$ cat config.mk
export PLATFORM = sky130hd
export DESIGN_NAME = muldiv_unit
export DESIGN_NICKNAME = d
export VERILOG_FILES = /design/src/rtl/cpu_pkg.sv /design/src/rtl/muldiv_unit.sv
export SDC_FILE = /design/constraint.sdc
export NUM_CORES = 1
export LEC_CHECK = 0
export ABC_AREA = 1
export BUFFER_PORTS_ARGS = -buffer_cell sky130_fd_sc_hd__buf_2
export CAP_MARGIN = 10
export CORE_MARGIN = 5
export CORE_UTILIZATION = 50
export CTS_CLUSTER_DIAMETER = 150
export CTS_CLUSTER_SIZE = 25
export DETAILED_ROUTE_END_ITERATION = 8
export GPL_TIMING_DRIVEN = 1
export HOLD_SLACK_MARGIN = 0.12
export PLACE_DENSITY = 0.71
export SKIP_CTS_REPAIR_TIMING = 1
export SYNTH_ARGS = -nofsm -noshare
export SYNTH_HDL_FRONTEND = slang
export SYNTH_SLANG_ARGS = --single-unit
$ cat constraint.sdc
create_clock -name clk -period 6.3 [get_ports clk]
set_input_delay 0.315 -clock clk [delete_from_list [all_inputs] [get_ports clk]]
set_output_delay 0.315 -clock clk [all_outputs]
set_load 0.005 [all_outputs]
$ cat src/rtl/cpu_pkg.sv
// Shared CPU definitions: opcode/funct encodings, HI/LO register indices
// and the multiply/divide unit state encoding.
package cpu_pkg;

  localparam logic [5:0] OP_RTYPE = 6'b000000;
  localparam logic [5:0] OP_LW    = 6'b100011;
  localparam logic [5:0] OP_SW    = 6'b101011;
  localparam logic [5:0] OP_BEQ   = 6'b000100;
  localparam logic [5:0] OP_ADDI  = 6'b001000;

  localparam logic [4:0] FUNCT_ADD = 5'b10000;
  localparam logic [4:0] FUNCT_SUB = 5'b10001;
  localparam logic [4:0] FUNCT_AND = 5'b10010;
  localparam logic [4:0] FUNCT_OR  = 5'b10011;
  localparam logic [4:0] FUNCT_MUL = 5'b10100;
  localparam logic [4:0] FUNCT_XOR = 5'b10101;
  localparam logic [4:0] FUNCT_SLT = 5'b11000;
  localparam logic [4:0] FUNCT_DIV = 5'b11100;

  localparam logic [4:0] R_HI = 5'd24;
  localparam logic [4:0] R_LO = 5'd25;

  typedef enum logic [1:0] {
    IDLE = 2'd0,
    RUN  = 2'd1,
    DONE = 2'd2
  } muldiv_state_t;

  function automatic logic is_muldiv(input logic [4:0] f);
    return (f == FUNCT_MUL) || (f == FUNCT_DIV);
  endfunction

endpackage

$ cat src/rtl/muldiv_unit.sv
// Iterative unsigned multiply (shift-add) / divide (restoring) unit producing
// HI/LO. One shared add/sub serves both ops; results update only on DONE.
module muldiv_unit
  import cpu_pkg::*;
#(
  parameter int DATA_W = 32,
  parameter int CNT_W  = 6
) (
  input  logic              clk,
  input  logic              rst_n,
  input  logic              start,
  input  logic [4:0]        funct,
  input  logic [DATA_W-1:0] op_a,
  input  logic [DATA_W-1:0] op_b,
  input  logic              flush,
  output logic              busy,
  output logic              done,
  output logic [DATA_W-1:0] hi,
  output logic [DATA_W-1:0] lo,
  output logic              div_by_zero,
  output logic [1:0]        dbg_state
);

  localparam logic [1:0] S_IDLE = IDLE;
  localparam logic [1:0] S_RUN  = RUN;
  localparam logic [1:0] S_DONE = DONE;

  // Handshake: start is sampled only while busy=0 (IDLE); requests during
  // busy are dropped. done pulses one cycle with hi/lo/div_by_zero valid.
  logic [1:0]        state;
  logic [CNT_W-1:0]  cnt;
  logic [DATA_W-1:0] p_hi, p_lo, b_reg;
  logic              is_div, dz_pend;
  logic              accept;

  logic [DATA_W+1:0] add_a, add_b, add_sum;
  logic [DATA_W:0]   mul_pre;
  logic [DATA_W-1:0] nxt_hi, nxt_lo;
  logic              no_borrow;

  assign accept    = (state == S_IDLE) && start && !flush && is_muldiv(funct);
  assign busy      = (state != S_IDLE);
  assign dbg_state = state;

  // Divide trials subtract from the shifted remainder, which needs DATA_W+1
  // bits; the extra top bit of the sum is the borrow.
  always_comb begin
    add_a     = is_div ? {1'b0, p_hi, p_lo[DATA_W-1]} : {2'b00, p_hi};
    add_b     = is_div ? ~{2'b00, b_reg} : {2'b00, b_reg};
    add_sum   = add_a + add_b + {{(DATA_W+1){1'b0}}, is_div};
    no_borrow = ~add_sum[DATA_W+1];
    mul_pre   = p_lo[0] ? add_sum[DATA_W:0] : {1'b0, p_hi};
    if (is_div) begin
      nxt_hi = no_borrow ? add_sum[DATA_W-1:0] : {p_hi[DATA_W-2:0], p_lo[DATA_W-1]};
      nxt_lo = {p_lo[DATA_W-2:0], no_borrow};
    end else begin
      nxt_hi = mul_pre[DATA_W:1];
      nxt_lo = {mul_pre[0], p_lo[DATA_W-1:1]};
    end
  end

  always_ff @(posedge clk or negedge rst_n) begin
    if (!rst_n) begin
      state       <= S_IDLE;
      cnt         <= '0;
      p_hi        <= '0;
      p_lo        <= '0;
      b_reg       <= '0;
      is_div      <= 1'b0;
      dz_pend     <= 1'b0;
      done        <= 1'b0;
      hi          <= '0;
      lo          <= '0;
      div_by_zero <= 1'b0;
    end else begin
      done <= 1'b0;
      case (state)
        S_IDLE: begin
          if (accept) begin
            b_reg   <= op_b;
            is_div  <= (funct == FUNCT_DIV);
            cnt     <= CNT_W'(DATA_W - 1);
            if ((funct == FUNCT_DIV) && (op_b == '0)) begin
              // Preload the divide-by-zero result so DONE commits it uniformly.
              p_hi    <= op_a;
              p_lo    <= '1;
              dz_pend <= 1'b1;
              state   <= S_DONE;
            end else begin
              p_hi    <= '0;
              p_lo    <= op_a;
              dz_pend <= 1'b0;
              state   <= S_RUN;
            end
          end
        end
        S_RUN: begin
          if (flush) begin
            state <= S_IDLE;
          end else begin
            p_hi <= nxt_hi;
            p_lo <= nxt_lo;
            if (cnt == '0) state <= S_DONE;
            else           cnt   <= cnt - 1'b1;
          end
        end
        S_DONE: begin
          state <= S_IDLE;
          if (!flush) begin
            done        <= 1'b1;
            hi          <= p_hi;
            lo          <= p_lo;
            div_by_zero <= dz_pend;
          end
        end
        default: state <= S_IDLE;
      endcase
    end
  end

endmodule

# Yosys cells after proc, flatten, opt, wreduce, memory -nomap -nowiden
# Cells that the tools add are included.
[word_totals]
in_bits = 73
ff_bits = 172
wordCells = 67
[classes]
n_eq_ne = 8
reduce_logical = 16
muxes = 26
n_bitwise = 3
add_sub_neg = 3
[ops]
columns = ["operator", "n"]
rows = [
  ["$mux 32", 9],
  ["$pmux 32 s2", 2],
  ["$mux 33", 2],
  ["$add 33x34->34", 1],
  ["$add 34x1->34", 1],
  ["$mux 34", 1],
  ["$not 32->34", 1],
  ["$logic_not 32->1", 1],
  ["$mux 6", 3],
  ["$pmux 6 s2", 1],
  ["$eq 5x5->1 const B", 2],
  ["$mux 2", 4],
  ["$logic_not 6->1", 1],
  ["$ne 2x2->1 const B", 3],
  ["$reduce_and 2->1", 3],
  ["$sub 6x1->6 const B", 1],
  ["$logic_and 1x1->1", 4],
  ["$pmux 2 s2", 1],
  ["$reduce_and 4->1", 1],
  ["$reduce_bool 2->1", 2],
  ["$mux 1", 3],
  ["$ne 3x3->1 const B", 1],
  ["$reduce_and 3->1", 1],
  ["$eq 2x1->1 const B", 1],
  ["5 further kinds", 6],
]

# Logic depth before layout (Yosys ltp)
[depth]
depth_word = 8
mapped_depth = 24
mapped_depth_nobuf = 21

# Worst setup path before layout
# No wires, ideal clock.
[synth_timing]
path_kind = "register to register"
from = "reg is_div"
to = "reg p_hi[4]"
synth_period_minus_slack_ps = 3219
setup_time_ps = 139
stages_incl_launch_ff = 21
path_slack_ps = 3081
n_path_buf = 6
t_arrival_ps = 3081
required_time_ps = 6161
path_cell_list = "dfrtp_1 > buf_4 > inv_2 > clkbuf_1 > clkbuf_1 > clkbuf_1 > a21oi_1 > ha_1 > nand2_1 > nor2_1 > nand2_1 > inv_1 > nand4_1 > nand3_2 > nand2_1 > nand2_2 > buf_6 > buf_8 > nor2_1 > o21ai_0 > a22oi_1"
[synth_via]
elab_chain_len = 7
elab_cells_between_ends = 9
[synth_rtl]
columns = ["item", "line_no", "source"]
rows = [
  ["from (decl)", "muldiv_unit.sv:33", "logic is_div, dz_pend;"],
  ["from (signal assigned)", "muldiv_unit.sv:81", "is_div <= (funct == FUNCT_DIV);"],
  ["$mux 33 / $mux 34 (equally long branches)", "muldiv_unit.sv:48, muldiv_unit.sv:49", ""],
  ["$add 33x34->34", "muldiv_unit.sv:50", "add_sum = add_a + add_b + {{(DATA_W+1){1'b0}}, is_div};"],
  ["$add 34x1->34", "muldiv_unit.sv:50", ""],
  ["$mux 33 / $mux 32 (equally long branches)", "muldiv_unit.sv:52, muldiv_unit.sv:54", ""],
  ["$mux 32 *", "muldiv_unit.sv:53", "if (is_div) begin"],
  ["$mux 32 *", "muldiv_unit.sv:98", "if (flush) begin"],
  ["$pmux 32 s2 *", "muldiv_unit.sv:77", "case (state)"],
  ["to (signal assigned)", "muldiv_unit.sv:85", "p_hi <= op_a;"],
  ["to (signal assigned)", "muldiv_unit.sv:101", "p_hi <= nxt_hi;"],
  ["to (decl)", "muldiv_unit.sv:32", "logic [DATA_W-1:0] p_hi, p_lo, b_reg;"],
]
# Mark *: on every way between the ends. The rest lies on a longest branch, timed or not. The select of a mux whose other input is x is not followed.
# A chain may end at the register's enable or synchronous reset.

# Final worst setup path
[layout_timing]
from = "reg is_div"
to = "reg p_hi[21]"
# The elaborated chain is that of the path after synthesis.

==> qor.yml <==
status:
  status: "completed"
timing:
  finClkSkew_ns: 0.0108
  setup_tns_ns: 0
  hold_viol: 0
  worstMarginPinSlew_ns: 1.17
  grt_setup_unrepaired: "false"
  hold_slack_ns: 0.0865
  relSlewSlack_pct: 22.0
  maxSlewViolCount: 0
  period_share_pct: 71.5
  setup-violations-final: 0
  clock.fmax_ghz: 0.222
  fin_crit_ns: 4.50
detailed_routing:
  firstDrtPassIters: 6
  drt_iter0_drc: 1336
  vias_per_cell: 5.55
  drt_wl_total_um: 32400
  drc: 0
  dr_total_vias: 11000
  ant_nets: 0
  routedWlPerCell_um: 16.4
synth:
  synth.avg_cell_area_sq_um: 6.95
  synth-seq-cells: 172
  netlist_instances: 1587
  synth.distinct_cells: 40
  syn-num-nets: 1694
  yosys_warnings: 0
  synth_area_sq_um: 11000
  seq_area_frac_synth_pct: 39.0
setup_path:
  crit_path_end: "p_hi[21]"
  r2r_setup_slack_ns: 1.80
  worstPathRequired_ns: 6.63
  rr_startpoint: "is_div"
  reg2reg_depth: 16
  setup.worst_path.start: "is_div"
  criticalPathCategory: "reg -> reg"
  start_kind: "flip-flop"
  r2r-end: "p_hi[21]"
  endpoint_kind: "flip-flop"
  critPathArrivalTime_ns: 4.83
  worstPathMaxFanout: 58
pwr:
  combPwrFrac_pct: 39.8
  power_density_nw_per_um2: 338
  total_power_uw: 4230
  power_switching_uw: 1810
  p_clk_share_pct: 25.0
  irDropWorstVdd_uv: 222
  leakage_uw: 0.00647
  sw_frac_of_total_pct: 42.7
  power_frac_seq_pct: 35.2
  p_int_uw: 2420
place:
  io_buffer_count: 141
  hpwl_um: 23500
  place_area_sq_um: 11800
  dpl.cell_count: 1936
  place_congestion: 1.00
final_layout:
  drive_above_1_share_pct: 12.2
  syn_to_final_growth_pct: 13.4
  diodes: 0
  n_fill_cell: 2108
  final_cells: 1978
  final_area_sq_um: 12500
  nNetsFinal: 1793
  multi_input_comb_area_sq_um: 5860
  seq_area_sq_um: 4310
global_route:
  antenna_found_initial: 0
  grt_first_pass_wirelength_um: 52800
  grt_overflow_total: 0
  track_usage_pct: 26.0
  grt_max_degree: 102
  first_global_vias: 10000
clocking:
  cts_buffers: 17
  cts_buffer_depth: 2
  cts_sinks: 172
  cts_tree: "built"
  clk_latency_ns: 0.44
  htree_levels: 4
  path_clk_slew_ns: 0.08
  cts_root_buf: "clkbuf_16"
floorplan:
  ios: 142
  core_sq_um: 21800
  die_h_um: 159
  start_util_pct: 50.7
  die_w_um: 159
  num_rows: 54
  dieArea_sq_um: 25100
job:
  drv_cap: 0
min_path:
  hold_class: "in -> reg"
## synthesized netlist by cell type, drive strengths merged
library cell / n / area (sq um)
a22oi: 3 / 22.5
clkbuf: 64 / 240
xnor2: 6 / 52.6
a21oi: 164 / 825
or2: 3 / 18.8
nand3: 44 / 230
dfrtp: 172 / 4300
clkinv: 1 / 3.75
buf: 20 / 125
nor2: 164 / 623
o21bai: 2 / 15.0
nor4: 6 / 37.5
and2: 1 / 6.26
o211ai: 3 / 22.5
a21o: 2 / 15.0
o22ai: 1 / 6.26
nor3: 9 / 60.1
o21ai: 190 / 951
a31oi: 50 / 313
nand2: 449 / 1700
inv: 135 / 507
ha: 33 / 413
o31ai: 2 / 15.0
o21a: 1 / 7.51
xor2: 44 / 385
fa: 1 / 20.0
nand4: 10 / 62.6
nand3b: 7 / 52.6
## worst max-delay path: stages (launching register included)
cell	delay, ns
dfrtp_4	0.67
inv_2	0.75
nor2_1	0.11
a21oi_1	0.26
ha_1	0.33
a21oi_1	0.26
o21ai_0	0.21
a21oi_1	0.22
nand3_2	0.14
nand2_1	0.10
nand2_2	0.41
inv_2	0.49
nand2_1	0.10
nand2_1	0.09
nand2_1	0.05
nand2_1	0.05
a21oi_1	0.07
## per-stage QoR
step	util [%]	worst slack (ns)
2_1_floorplan	-	3.08
3_3_place_gp	54.4	1.89
3_5_place_dp	54.4	1.92
4_1_cts	57.0	1.89
5_1_grt	57.5	1.46
6_report	57.5	1.80
## power groups by stage
| stage | clock network, uW | logic [uW] | registers [uW] |
|---|---|---|---|
| after global routing | 1120 | 1900 | 1520 |
| after floorplan | 0 | 1190 | 1460 |
| after CTS | 1070 | 1650 | 1480 |
| after global placement | 0 | 1630 | 1500 |
| after detailed placement | 0 | 1640 | 1500 |
| final | 1060 | 1680 | 1490 |
## logic make-up after synthesis
| kind of cell | synth area share [%] |
|---|---|
| adder cells (fa/ha/maj) | 3.92 |
| AO/OA/AOI/OAI | 19.9 |
| AND/OR/NAND/NOR | 25.3 |
| buffers and inverters | 7.94 |
| flip-flops | 39.0 |
| XOR/XNOR | 3.97 |
## per-layer routing
layer	GRT usage, %	vias up	part of all wire [%]
li1	-	5422	-
met1	40.8	5065	48
met2	38.2	456	43
met3	3.26	31	7.9
met4	6.01	0	1.3
met5	0	-	0
## layout make-up
cell class	count	share of cell area, %
clock buffer	17	3.40
clock inverter	14	1.21
inverter	136	4.09
multi-input combinational	1195	46.8
sequential	172	34.4
tap	280	2.80
timing repair buffer	164	7.29
## cell usage in the layout, fill, tap and decap left out, drive strengths merged
master and instances:
a21o 2, a21oi 164, a22oi 3, a31oi 50, and2 1, buf 153, clkbuf 17, clkinv 8
clkinvlp 1, dfrtp 172, dlygate4sd3 11, fa 1, ha 33, inv 141, nand2 449, nand3 44
nand3b 7, nand4 10, nor2 164, nor3 9, nor4 6, o211ai 3, o21a 1, o21ai 190
o21bai 2, o22ai 1, o31ai 2, or2 3, xnor2 6, xor2 44
## how the worst min path moves through the flow
stage | end | cells after the start | from | slack [ns]
4_1_cts | b_reg[7] | 1 | rst_n | -0.18
3_3_place_gp | b_reg[7] | 1 | rst_n | 0.29
6_report | b_reg[7] | 3 | op_b[7] | 0.09
3_5_place_dp | b_reg[7] | 1 | rst_n | 0.29
2_1_floorplan | b_reg[0] | 0 | rst_n | 0.02
5_1_grt | b_reg[17] | 3 | op_b[17] | 0.12
No activity file was read; power rests on OpenSTA's default activity.
